[src/rtl/sort_pkg.sv]
// Shared types and defaults for the sort result streamer slice.
//   stream_state_e : streamer FSM encoding (idle / streaming a frame)
//   SORT_N_DEFAULT : default elements per frame
//   SORT_W_DEFAULT : default element width in bits
//   idx_w()        : index width for an N-element frame
package sort_pkg;

  typedef enum logic {ST_IDLE, ST_STREAM} stream_state_e;

  localparam int SORT_N_DEFAULT = 8;
  localparam int SORT_W_DEFAULT = 8;

  function automatic int idx_w(input int n);
    return (n <= 2) ? 1 : $clog2(n);
  endfunction

endpackage

[src/rtl/sort_order_checker.sv]
// Streaming order checker: compares each accepted beat against the previous one
// and raises a sticky error on an order violation.
//   clk, rst_n : clock, asynchronous active-low reset
//   clr        : clear the sticky error (start of a new frame)
//   beat       : a beat is being accepted this cycle
//   first      : the accepted beat is beat 0 (nothing to compare against)
//   desc       : 1 = frame must be non-increasing, 0 = non-decreasing
//   data       : element of the accepted beat
//   err        : sticky order-violation flag
module sort_order_checker
  import sort_pkg::*;
#(
  parameter int W = SORT_W_DEFAULT
) (
  input  logic         clk,
  input  logic         rst_n,
  input  logic         clr,
  input  logic         beat,
  input  logic         first,
  input  logic         desc,
  input  logic [W-1:0] data,
  output logic         err
);

  logic [W-1:0] prev;
  logic         viol;

  // Equal neighbours are legal in both directions.
  always_comb begin
    viol = 1'b0;
    if (beat && !first) begin
      viol = desc ? (prev < data) : (prev > data);
    end
  end

  always_ff @(posedge clk or negedge rst_n) begin
    if (!rst_n) begin
      prev <= '0;
      err  <= 1'b0;
    end else begin
      if (beat) begin
        prev <= data;
      end
      if (clr) begin
        err <= 1'b0;
      end else if (viol) begin
        err <= 1'b1;
      end
    end
  end

endmodule

[src/rtl/sort_result_streamer.sv]
// Transmit side for the sorter's parallel output: captures one N-element frame in
// a single handshake and streams it beat by beat, ascending or descending.
//   clk, rst_n             : clock, asynchronous active-low reset
//   load_valid/load_ready  : frame capture handshake
//   load_data [0:N-1]      : sorted-ascending frame from the sorter
//   load_desc              : 1 = send N-1..0, 0 = send 0..N-1
//   out_valid/out_ready    : beat handshake
//   out_data/out_idx/out_last : beat element, beat number, last-beat flag
//   busy                   : a frame is in flight
//   order_err              : sticky per frame, order violation seen
module sort_result_streamer
  import sort_pkg::*;
#(
  parameter  int N  = SORT_N_DEFAULT,
  parameter  int W  = SORT_W_DEFAULT,
  localparam int IW = idx_w(N)
) (
  input  logic          clk,
  input  logic          rst_n,
  input  logic          load_valid,
  output logic          load_ready,
  input  logic [W-1:0]  load_data [0:N-1],
  input  logic          load_desc,
  output logic          out_valid,
  input  logic          out_ready,
  output logic [W-1:0]  out_data,
  output logic [IW-1:0] out_idx,
  output logic          out_last,
  output logic          busy,
  output logic          order_err
);

  stream_state_e state;
  logic [W-1:0]  buffer [0:N-1];
  logic          desc_q;
  logic          clr_pend;

  logic          handshake;
  logic          load_acc;
  logic          last_hs;
  logic [IW-1:0] nxt_k;
  logic [IW-1:0] nxt_addr;
  logic          chk_clr;

  assign handshake  = out_valid && out_ready;
  assign last_hs    = handshake && out_last;
  assign load_ready = (state == ST_IDLE) || last_hs;
  assign load_acc   = load_valid && load_ready;
  assign busy       = (state == ST_STREAM);

  // out_idx doubles as the beat counter; the buffer address is mirrored for desc.
  always_comb begin
    nxt_k    = out_idx + 1'b1;
    nxt_addr = desc_q ? (IW'(N - 1) - nxt_k) : nxt_k;
  end

  always_ff @(posedge clk) begin
    if (load_acc) begin
      buffer <= load_data;
    end
  end

  always_ff @(posedge clk or negedge rst_n) begin
    if (!rst_n) begin
      state     <= ST_IDLE;
      desc_q    <= 1'b0;
      out_valid <= 1'b0;
      out_data  <= '0;
      out_idx   <= '0;
      out_last  <= 1'b0;
      clr_pend  <= 1'b0;
    end else begin
      clr_pend <= load_acc && last_hs;
      if (load_acc) begin
        state     <= ST_STREAM;
        desc_q    <= load_desc;
        out_valid <= 1'b1;
        out_idx   <= '0;
        out_last  <= 1'b0;
        out_data  <= load_desc ? load_data[N-1] : load_data[0];
      end else if (handshake) begin
        if (out_last) begin
          state     <= ST_IDLE;
          out_valid <= 1'b0;
        end else begin
          out_idx  <= nxt_k;
          out_last <= (nxt_k == IW'(N - 1));
          out_data <= buffer[nxt_addr];
        end
      end
    end
  end

  // A back-to-back load keeps the old frame's final compare visible for one
  // cycle, so its clear is deferred by one edge via clr_pend.
  assign chk_clr = (load_acc && !last_hs) || clr_pend;

  sort_order_checker #(
    .W(W)
  ) u_checker (
    .clk   (clk),
    .rst_n (rst_n),
    .clr   (chk_clr),
    .beat  (handshake),
    .first (out_idx == '0),
    .desc  (desc_q),
    .data  (out_data),
    .err   (order_err)
  );

endmodule

[config.mk]
export PLATFORM = sky130hd
export DESIGN_NAME = sort_result_streamer
export DESIGN_NICKNAME = d
export VERILOG_FILES = /design/src/rtl/sort_pkg.sv /design/src/rtl/sort_order_checker.sv /design/src/rtl/sort_result_streamer.sv
export SDC_FILE = /design/constraint.sdc
export NUM_CORES = 1
export LEC_CHECK = 0
export CORE_ASPECT_RATIO = 0.9
export CORE_MARGIN = 4
export CORE_UTILIZATION = 56
export DETAILED_ROUTE_END_ITERATION = 7
export GPL_TIMING_DRIVEN = 1
export PLACE_DENSITY = 0.86
export SYNTH_ARGS = -nofsm -noshare
export SYNTH_HDL_FRONTEND = slang
export SYNTH_SLANG_ARGS = --single-unit
[constraint.sdc]
create_clock -name clk -period 5.3 [get_ports clk]
set_input_delay 1.06 -clock clk [delete_from_list [all_inputs] [get_ports clk]]
set_output_delay 1.06 -clock clk [all_outputs]
set_load 0.01 [all_outputs]
# [Word level (Yosys, flattened, before mapping)]
# Index checks and enable logic that the tools add are counted.
[totals] register_bits=88 in_bits=69 wordCells=62 out_inout_bits=16
[classes] reduce_logical=16 order_cmp=3 n_bitwise=2 n_mux=21 eq_ne=2 addsub=2
[op_table] cell="$mux 8" count=6
[op_table] cell="$bmux 8 s3" count=1
[op_table] cell="$mux 3" count=4
[op_table] cell="$mux 1" count=10
[op_table] cell="$gt 8x8->1" count=1
[op_table] cell="$lt 8x8->1" count=1
[op_table] cell="$logic_and 1x1->1" count=6
[op_table] cell="$reduce_bool 2->1" count=3
[op_table] cell="$ge 4x4->1 const B" count=1
[op_table] cell="$not 3->4" count=1
[op_table] cell="$reduce_and 2->1" count=2
[op_table] cell="$add 3x1->3 const B" count=1
[op_table] cell="$eq 3x3->1 const B" count=1
[op_table] cell="$logic_not 3->1" count=1
[op_table] cell="$sub 3x3->3 const A" count=1
[op_table] cell="$logic_not 1->1" count=2
[op_table] cell="$logic_or 1x1->1" count=2
[op_table] cell="$ne 2x2->1 const B" count=1
[op_table] cell="$not 1->1" count=1

# [Logic depth before layout (Yosys ltp)]
[depth] ltp_word=10 depth_mapped=9 depth_no_buf=7

# [Modules after synthesis]
# Synthesis repeated with hierarchy kept, for this count alone.
[unflattened] hier_cells=278 area_unflattened_um2=4460.5
[modules_own_cells] mod="sort_result_streamer" area_per_inst_um2=3896.2 cells_each=224 instances=1
[modules_own_cells] mod="sort_order_checker" area_per_inst_um2=564.3 cells_each=54 instances=1

# [Worst setup path before layout]
# No wires, ideal clock.
[synth_path] kind="reg-to-reg" startpoint="register out_idx[0]" endpoint="register out_data[0]" setup_slack_ps=2681 arrival_time_ps=2481 path_buffers=3 required_time_ps=5162 path_stages_with_launch=10 cell_sequence="dfrtp_1 > inv_2 > clkbuf_1 > ha_1 > buf_6 > clkbuf_4 > mux4_2 > mux4_2 > a21oi_1 > a21oi_1"
[synth_via] elab_chain_len=10
[synth_lines] element="start, declared" line_no="sort_result_streamer.sv:27" rtl="output logic [IW-1:0] out_idx,"
[synth_lines] element="start signal, assigned" line_no="sort_result_streamer.sv:86" rtl="out_idx <= nxt_k;"
[synth_lines] element="$add 3x1->3 *" line_no="sort_result_streamer.sv:53" rtl="nxt_k = out_idx + 1'b1;"
[synth_lines] element="$sub 3x3->3" line_no="sort_result_streamer.sv:54" rtl="nxt_addr = desc_q ? (IW'(N - 1) - nxt_k) : nxt_k;"
[synth_lines] element="$mux 3 *" line_no="sort_result_streamer.sv:54"
[synth_lines] element="$not 3->4 (not written as such) *" line_no="sort_result_streamer.sv:88" rtl="out_data <= buffer[nxt_addr];"
[synth_lines] element="$bmux 8 s3 *" line_no="sort_result_streamer.sv:88"
[synth_lines] element="$mux 8 (not written as such) * (2 in series)" line_no="sort_result_streamer.sv:88"
[synth_lines] element="$mux 8 *" line_no="sort_result_streamer.sv:82" rtl="if (out_last) begin"
[synth_lines] element="$mux 8 *" line_no="sort_result_streamer.sv:81" rtl="end else if (handshake) begin"
[synth_lines] element="$mux 8 *" line_no="sort_result_streamer.sv:74" rtl="if (load_acc) begin"
[synth_lines] element="end signal, assigned" line_no="sort_result_streamer.sv:80" rtl="out_data <= load_desc ? load_data[N-1] : load_data[0];"
[synth_lines] element="end signal, assigned" line_no="sort_result_streamer.sv:88"
[synth_lines] element="end, declared" line_no="sort_result_streamer.sv:26" rtl="output logic [W-1:0] out_data,"
# Mark *: on every way between the ends. The rest lies on a longest branch, timed or not. The select of a mux whose other input is x is not followed.
# A chain may end at the register's enable or synchronous reset.

# [Worst setup path in the final report]
# Same ends and word-level chain as after synthesis.

==> results.txt <==
The count of input and output buffers is 84. The setup TNS after final layout came out at 0 ns. The fraction of registers with async set or reset after synthesis came out at 0.273. Global routing finished with a remaining overflow of 0. The category of the worst setup path capture point is a flip-flop. The mapped netlist covers 0.00423 sq mm. The die width came out at 99.6 um. After synthesis, the netlist uses 39 different library cells. CTS built an H-tree with a depth of 3. The clock period minus final worst setup slack is around 3.5 ns. The number of ports placed on the die boundary is 85.

The highest attainable clock frequency came out at 287 MHz. The tree built by TritonCTS fans out to 88 sinks. The core region is about 0.007 sq mm. The worst hold margin came out at just under 0.5 ns. The number of buffers added for setup after CTS came out at 0. The maximum count of clock buffers along a single path is 2.

Counting flops and latches in the post-synthesis netlist gives 88. The number of enable-type register cells in the synthesized netlist came out at 64. The utilization after layout came out at 0.743. The routed design has 8.84 mm of wire. The placement-stage worst setup slack is 1.78 ns. The share of the Yosys chip area taken by registers is 0.596. The required time reported for the critical path endpoint came out at 5.49 ns. Setup repair after global routing left no endpoint under its margin. The total power divided by cell area is 511 mW/mm^2.

The kind of critical path is flip-flop to flip-flop. The remaining antenna violation count came out at 0. The number of violations reported at the end of detailed-routing iteration 0 is roughly 230. The slowest stage of the critical path belongs to the cell sky130_fd_sc_hd__ha_1. The number of buffers added to fix hold violations after cts came out at 0. In the finished design, the share of the clock period the worst path needs comes to 0.658. The worst clock skew on the final layout is 0.0120 ns. The worst path arrival time is approximately 3.7 ns. sky130_fd_sc_hd__edfxtp_1 takes more of the synthesized area than any other cell. The delay of the slowest critical-path stage is 1.01 ns. Sorting the synthesized cells by how often they occur yields sky130_fd_sc_hd__edfxtp_1, sky130_fd_sc_hd__mux4_2, sky130_fd_sc_hd__dfrtp_1.

The total number of yosys warnings came out at 0. The number of endpoints failing setup at the final stage is 0. The floorplan step defined a die boundary enclosing 0.00901 sq mm. For the worst-skew pair, the clock arrives at the later sink with an insertion delay of ~0.36 ns. The number of antenna diodes in the final layout is 0. For the pin with the worst max-slew slack, the measured transition is 1.11 ns.

The number of nets handed over by synthesis was 350. After clock tree synthesis, the repair step resized 0 gates. The detail-routed via count per cell came out at 6.13. The count of endpoints failing hold in the final timing report is 0. The number of nets in the layout came out at 434.

The final-report max-slew violation count is 0. In the post-synthesis netlist, the biggest area contributors are sky130_fd_sc_hd__edfxtp_1, sky130_fd_sc_hd__mux4_2, sky130_fd_sc_hd__dfrtp_1, sky130_fd_sc_hd__ha_1, sky130_fd_sc_hd__a211oi_1. The final critical-path setup slack came out at 1.81 ns. The number of maximum-capacitance violations is 0. In this run the vertical extent of the chip is slightly above 90 um. The share of synthesized area in the top cell type comes to 0.454. The most numerous cell in the Yosys netlist is sky130_fd_sc_hd__edfxtp_1. The count of vias placed by the detailed router came out at 2,773. Entering global routing, the biggest net connects a little over 40 pins. The via count of the first global-routing pass came to 2,867. TritonCTS built the clock tree. The post-layout instance count excluding filler cells came out at approximately 450. The multi-input combinational cells in the finished layout cover a total of 0.00156 sq mm.

The fraction of final layout cells with drive strength greater than 1 is 0.175. The total routing resource utilization after global routing is 0.206. The post-synthesis instance total is 270.

Walking the worst path, the cells encountered are inv_2 -> ha_1 -> mux4_2 -> mux4_2 -> a21oi_1 -> a21oi_1. The flow ran to the end, and the final reports show no timing, DRC or antenna violations. The final routed wire length divided by cell count is 19.6 um. STA classifies the critical path startpoint as a flip-flop. The most used flip-flop cell after synthesis is sky130_fd_sc_hd__edfxtp_1. Of all nets on the critical path, the largest fanout is 19. The number of fill cells is 432.

The number of iterations in the first detailed-routing pass came out at 5. The number of rows in the core area came out at 29. The layout-stage area growth over the synthesis result is 26.1%.

The number of remaining DRC errors came out at 0. The clock transition at the registers of the reported paths came out at 0.09 ns. The initial antenna violation count came to 0. The cell count after placement came out at between 400 and 500. The initial cell density of the core is 0.589. The first-pass GRT wire length is 14.3 mm. A synthesized cell averages 15.7 sq um. The cell sitting at the root of the clock tree is a sky130_fd_sc_hd__clkbuf_8.

TritonCTS created 9 clock buffers. The sum of net half-perimeters after detailed placement is between 6 and 7 mm. In this run the static leakage power is 0.00194 uW. The max-slew headroom at the worst pin is 0.260.

In the final layout, flip-flops and latches occupy 0.00252 sq mm. The peak ir drop on the vdd network came out at 0.000265 V. The path class of the tightest hold or removal check is flip-flop to flip-flop. The final RePlAce weighted congestion is 0.817.
## flip-flops by register name, indices dropped and copies added, names as in the netlist
signal          count
buffer             64
out_data            8
u_checker.prev      8
out_idx             3
busy                1
clr_pend            1
desc_q              1
out_last            1
u_checker.err       1
## cell families after synthesis
| logic type | Yosys count | share of synthesized area |
|---|---|---|
| flops | 88 | 0.596 |
| simple gates | 49 | 0.0594 |
| compound gates | 46 | 0.0730 |
| mux | 42 | 0.199 |
| buf+inv | 32 | 0.0355 |
| fa+ha+maj | 11 | 0.0325 |
| xor+xnor | 2 | 0.00414 |
## area by class of cell
class,instances,area share
well taps,93,0.0218
clock inverters,7,0.0148
flip-flops and latches,88,0.473
clock buffers,9,0.0232
multi-input cells,150,0.292
inverters,17,0.0120
repair buffers,88,0.163
## worst max-delay path, delay by kind of cell (launching register included)
kind / cells / cell delay, ns
adder cells (fa/ha/maj): 1 / 1.01
flip-flops: 1 / 0.70
multiplexers: 2 / 1.06
AO/OA/AOI/OAI: 2 / 0.25
buffers and inverters: 1 / 0.31
## layer usage
metal / part of all wire / GRT usage
met3: 0.083 / 0.0618
met2: 0.51 / 0.334
met5: 0 / 0
met1: 0.40 / 0.275
met4: 0.014 / 0.0512
## report_power, final
group | switching [uW] | internal (uW)
Combinational | 513 | 668
Clock | 250 | 223
Sequential | 170 | 904
Total | 933 | 1790
## cell usage in the layout, fill, tap and decap left out, types with 2 or more instances in the layout
| master | synthesis | final |
|---|---|---|
| sky130_fd_sc_hd__nand3_1 | 2 | 2 |
| sky130_fd_sc_hd__nor2_1 | 4 | 4 |
| sky130_fd_sc_hd__inv_1 | 14 | 14 |
| sky130_fd_sc_hd__a21o_1 | 3 | 3 |
| sky130_fd_sc_hd__mux4_2 | 33 | 33 |
| sky130_fd_sc_hd__o21ai_0 | 7 | 7 |
| sky130_fd_sc_hd__ha_1 | 11 | 11 |
| sky130_fd_sc_hd__and2_1 | 14 | 14 |
| sky130_fd_sc_hd__clkinv_1 | 1 | 2 |
| sky130_fd_sc_hd__dfrtp_1 | 24 | 23 |
| sky130_fd_sc_hd__inv_2 | 2 | 2 |
| sky130_fd_sc_hd__edfxtp_1 | 64 | 64 |
| sky130_fd_sc_hd__nor3_1 | 7 | 7 |
| sky130_fd_sc_hd__clkdlybuf4s50_1 | 0 | 84 |
| sky130_fd_sc_hd__mux2_2 | 7 | 7 |
| sky130_fd_sc_hd__nand2b_1 | 2 | 2 |
| sky130_fd_sc_hd__a21oi_1 | 5 | 5 |
| sky130_fd_sc_hd__a211oi_1 | 15 | 15 |
| sky130_fd_sc_hd__o21ai_1 | 3 | 3 |
| sky130_fd_sc_hd__clkbuf_8 | 0 | 9 |
| sky130_fd_sc_hd__buf_4 | 2 | 4 |
| sky130_fd_sc_hd__o22ai_1 | 7 | 7 |
| sky130_fd_sc_hd__clkinv_4 | 0 | 2 |
| sky130_fd_sc_hd__nand2_1 | 16 | 16 |
## final timing paths
path | to | slack, ns | from | depth (start not counted)
worst max-delay path | out_data[0] | 1.81 | out_idx[0] | 6
worst min-delay path | u_checker.prev[2] | 0.49 | u_checker.prev[2] | 2
worst max register to register | out_data[0] | 1.81 | out_idx[0] | 6
worst min register to register | u_checker.prev[2] | 0.49 | u_checker.prev[2] | 2
max in group asynchronous | desc_q | 3.97 | rst_n | 2
min in group asynchronous | out_data[5] | 1.07 | rst_n | 2
## per-stage QoR
stage	instance area (sq um)	total power, uW
global route	5340	2910
floorplan	4230	1930
finish	5340	2730
detailed placement	5130	2270
global placement	5130	2220
CTS	5340	2740
Power figures use the tool's default switching activity.
==> RTL edit, RTL diff (same flow settings) <==
Reset style: synchronous (`rst_n`), changed in 2 clocked blocks. Comments in the files are not updated.
--- a/src/rtl/sort_order_checker.sv
+++ b/src/rtl/sort_order_checker.sv
@@ -34,5 +34,5 @@
   end
 
-  always_ff @(posedge clk or negedge rst_n) begin
+  always_ff @(posedge clk) begin
     if (!rst_n) begin
       prev <= '0;
--- a/src/rtl/sort_result_streamer.sv
+++ b/src/rtl/sort_result_streamer.sv
@@ -61,5 +61,5 @@
   end
 
-  always_ff @(posedge clk or negedge rst_n) begin
+  always_ff @(posedge clk) begin
     if (!rst_n) begin
       state     <= ST_IDLE;
Formal check against the unedited RTL: differs if rst_n is asserted again (counterexample within 4 cycles, from zero or initial values and one cycle with rst_n low); with rst_n held inactive, the same outputs for 10 cycles.
==> RTL edit against the unedited design <==
  * Fmax grew 3.2%
  * Final area grew 1.7%
  * Area after synthesis grew 3.9%
  * Setup slack gained 0.11 ns
  * Synthesized cell count grew 8.1%
  * Cell count grew 4.4%
  * Non-clock buffer count grew 1
  * Routed wire length grew 2.2%
  * Sequential cell count is the same
  * Count of clock-buffer cells in the layout is the same
  * Critical path type is now input port to output port
Power is not compared: it rests on default switching activity, and its combinational part moved more than twofold at a synthesized area within 25%.
==> RTL edit: results <==
group,metric,value,unit
outcome,status,"finished, final reports clean",
hold_path,min_from,"u_checker.err$_SDFFE_PP0P_",
critical_path,r2r_start,"out_idx[0]$_SDFFE_PP0P_",
route,drtIter0Drc,153,
clock_tree,clk_latency,0.36,ns
critical_path,rrSetupSlack,2.53,ns
grt,grt_pass1_wl,14.77,mm
synthesis,synth_area_leaders,"edfxtp_1 (44%), mux4_2 (15%), dfxtp_1 (11%), mux2i_1 (3.9%), ha_1 (3.1%)",
final_layout,drive_gt1_share,17.55,%
synthesis,syn_nets,372,
final_layout,insertedDiodeCount,0,
synthesis,synthArstFlopShare,0,%
critical_path,crit_path_max_fanout,3,
sta,drv_slew,0,
pwr,peakVddDrop,0.1820,mV
sta,hold_viol,0,
sta,finClkSkew,0.007114,ns
grt,grt_pass1_vias,2955,
critical_path,max_stage_delay,0.47,ns
final_layout,top_regs,"buffer: 64 flops, out_data: 8 flops, u_checker.prev: 8 flops",
pwr,p_leak,1.828,nW
place,place_area,5216,um^2
clock_tree,numCtsBuffers,9,
critical_path,slowest_stage,"clkdlybuf4s50_1",
clock_tree,clockBufferDepth,2,
hold_path,worst_hold_path_type,"register to register",
route,first_pass_iters,4,
grt,track_usage,20.68,%
synthesis,synth_edf_count,64,
grt,grt_max_degree,36,
place,dp_hpwl,6.479,mm
hold_path,holdPathStages,2,
final_layout,nets,452,
synthesis,yosysWarnings,0,
critical_path,r2r_cells,8,
clock_tree,cts_root_buf,"clkbuf_8",
synthesis,ys_seq_area_share,54.65,%
synthesis,netlist_top_cells_count,"edfxtp_1 (64), nand2_1 (32), mux4_2 (30)",
clock_tree,path_clk_slew,0.08,ns
grt,antenna_found_initial,0,
route,wl_per_cell,19.14,um
final_layout,num-fill-cells,475,
place,portBuffers,84,
clock_tree,htree_levels,3,
route,viasPerCell,5.968,
pwr,intPower,1.165,mW
hold_path,min_to,"u_checker.err$_SDFFE_PP0P_",
clock_tree,cts_setup_buffers,0,
sta,tightest_slew,1.226,ns
synthesis,synth_cell_types,45,
critical_path,cp.arrival,2.32,ns
clock_tree,ctsResizeCount,0,
critical_path,r2r-end,"out_data[5]$_SDFFE_PN0P_",
place,gp_congestion,0.7749,
[RTL edit: area by class of cell]
class                      instances  area, um^2  area share (%)
clock inverter                     6       85.08           1.568
multi-input combinational        171        1765           32.54
inverter                          13       48.80          0.8994
sequential                        88        2404           44.30
clock buffer                       9       123.9           2.283
tap                               96       120.1           2.214
timing repair buffer              89       878.3           16.19
[RTL edit: how the worst max path moves through the flow]
| stage | from | end | slack (ns) | cells after the start |
|---|---|---|---|---|
| detailed placement | out_ready | load_ready | 1.92 | 4 |
| global placement | out_ready | load_ready | 1.95 | 4 |
| finish | out_ready | load_ready | 1.92 | 4 |
| CTS | out_ready | load_ready | 1.91 | 4 |
| global route | out_ready | load_ready | 1.84 | 4 |
| floorplan | out_ready | out_data[0]$_SDFFE_PN0P_ | 2.58 | 7 |
[RTL edit: power by group through the flow]
| stage | registers, mW | clock network, mW | logic (mW) |
|---|---|---|---|
| 2_1_floorplan | 0.814 | 0 | 0.126 |
| 3_3_place_gp | 0.821 | 0 | 0.204 |
| 3_5_place_dp | 0.825 | 0 | 0.210 |
| 4_1_cts | 0.809 | 0.504 | 0.212 |
| 5_1_grt | 0.814 | 0.531 | 0.228 |
| 6_report | 0.810 | 0.496 | 0.210 |
[RTL edit: cell families after synthesis]
| group | synth area share (%) |
|---|---|
| AOI/OAI and AO/OA | 8.312 |
| muxes | 20.44 |
| buffers and inverters | 5.351 |
| adders and majority gates | 3.131 |
| and+or+nand+nor | 7.344 |
| DFF | 54.65 |
| xor gates and xnor gates | 0.7687 |
[RTL edit: per-layer routing]
metal | vias to the layer above | routed length [um] | track usage [%]
li1 | 1296 | - | -
met1 | 1404 | 3582 | 25.37
met2 | 102 | 4684 | 35.78
met3 | 15 | 621 | 5.247
met4 | 0 | 146 | 6.202
met5 | - | 0 | 0
[RTL edit: per-stage QoR]
| stage | setup slack (ns) | hold slack, ns | instances |
|---|---|---|---|
| 6_report | 1.919 | 0.4700 | 472 |
| 5_1_grt | 1.844 | 0.4967 | 472 |
| 4_1_cts | 1.914 | 0.4774 | 472 |
| 3_5_place_dp | 1.921 | 0.4646 | 457 |
| 3_3_place_gp | 1.945 | 0.4420 | 457 |
| 2_1_floorplan | 2.584 | 0.4435 | 292 |
[RTL edit: critical path, delay by kind of cell]
kind / cells / cell delay, ns
buffers and inverters: 3 / 1.00
AO/OA/AOI/OAI: 1 / 0.26
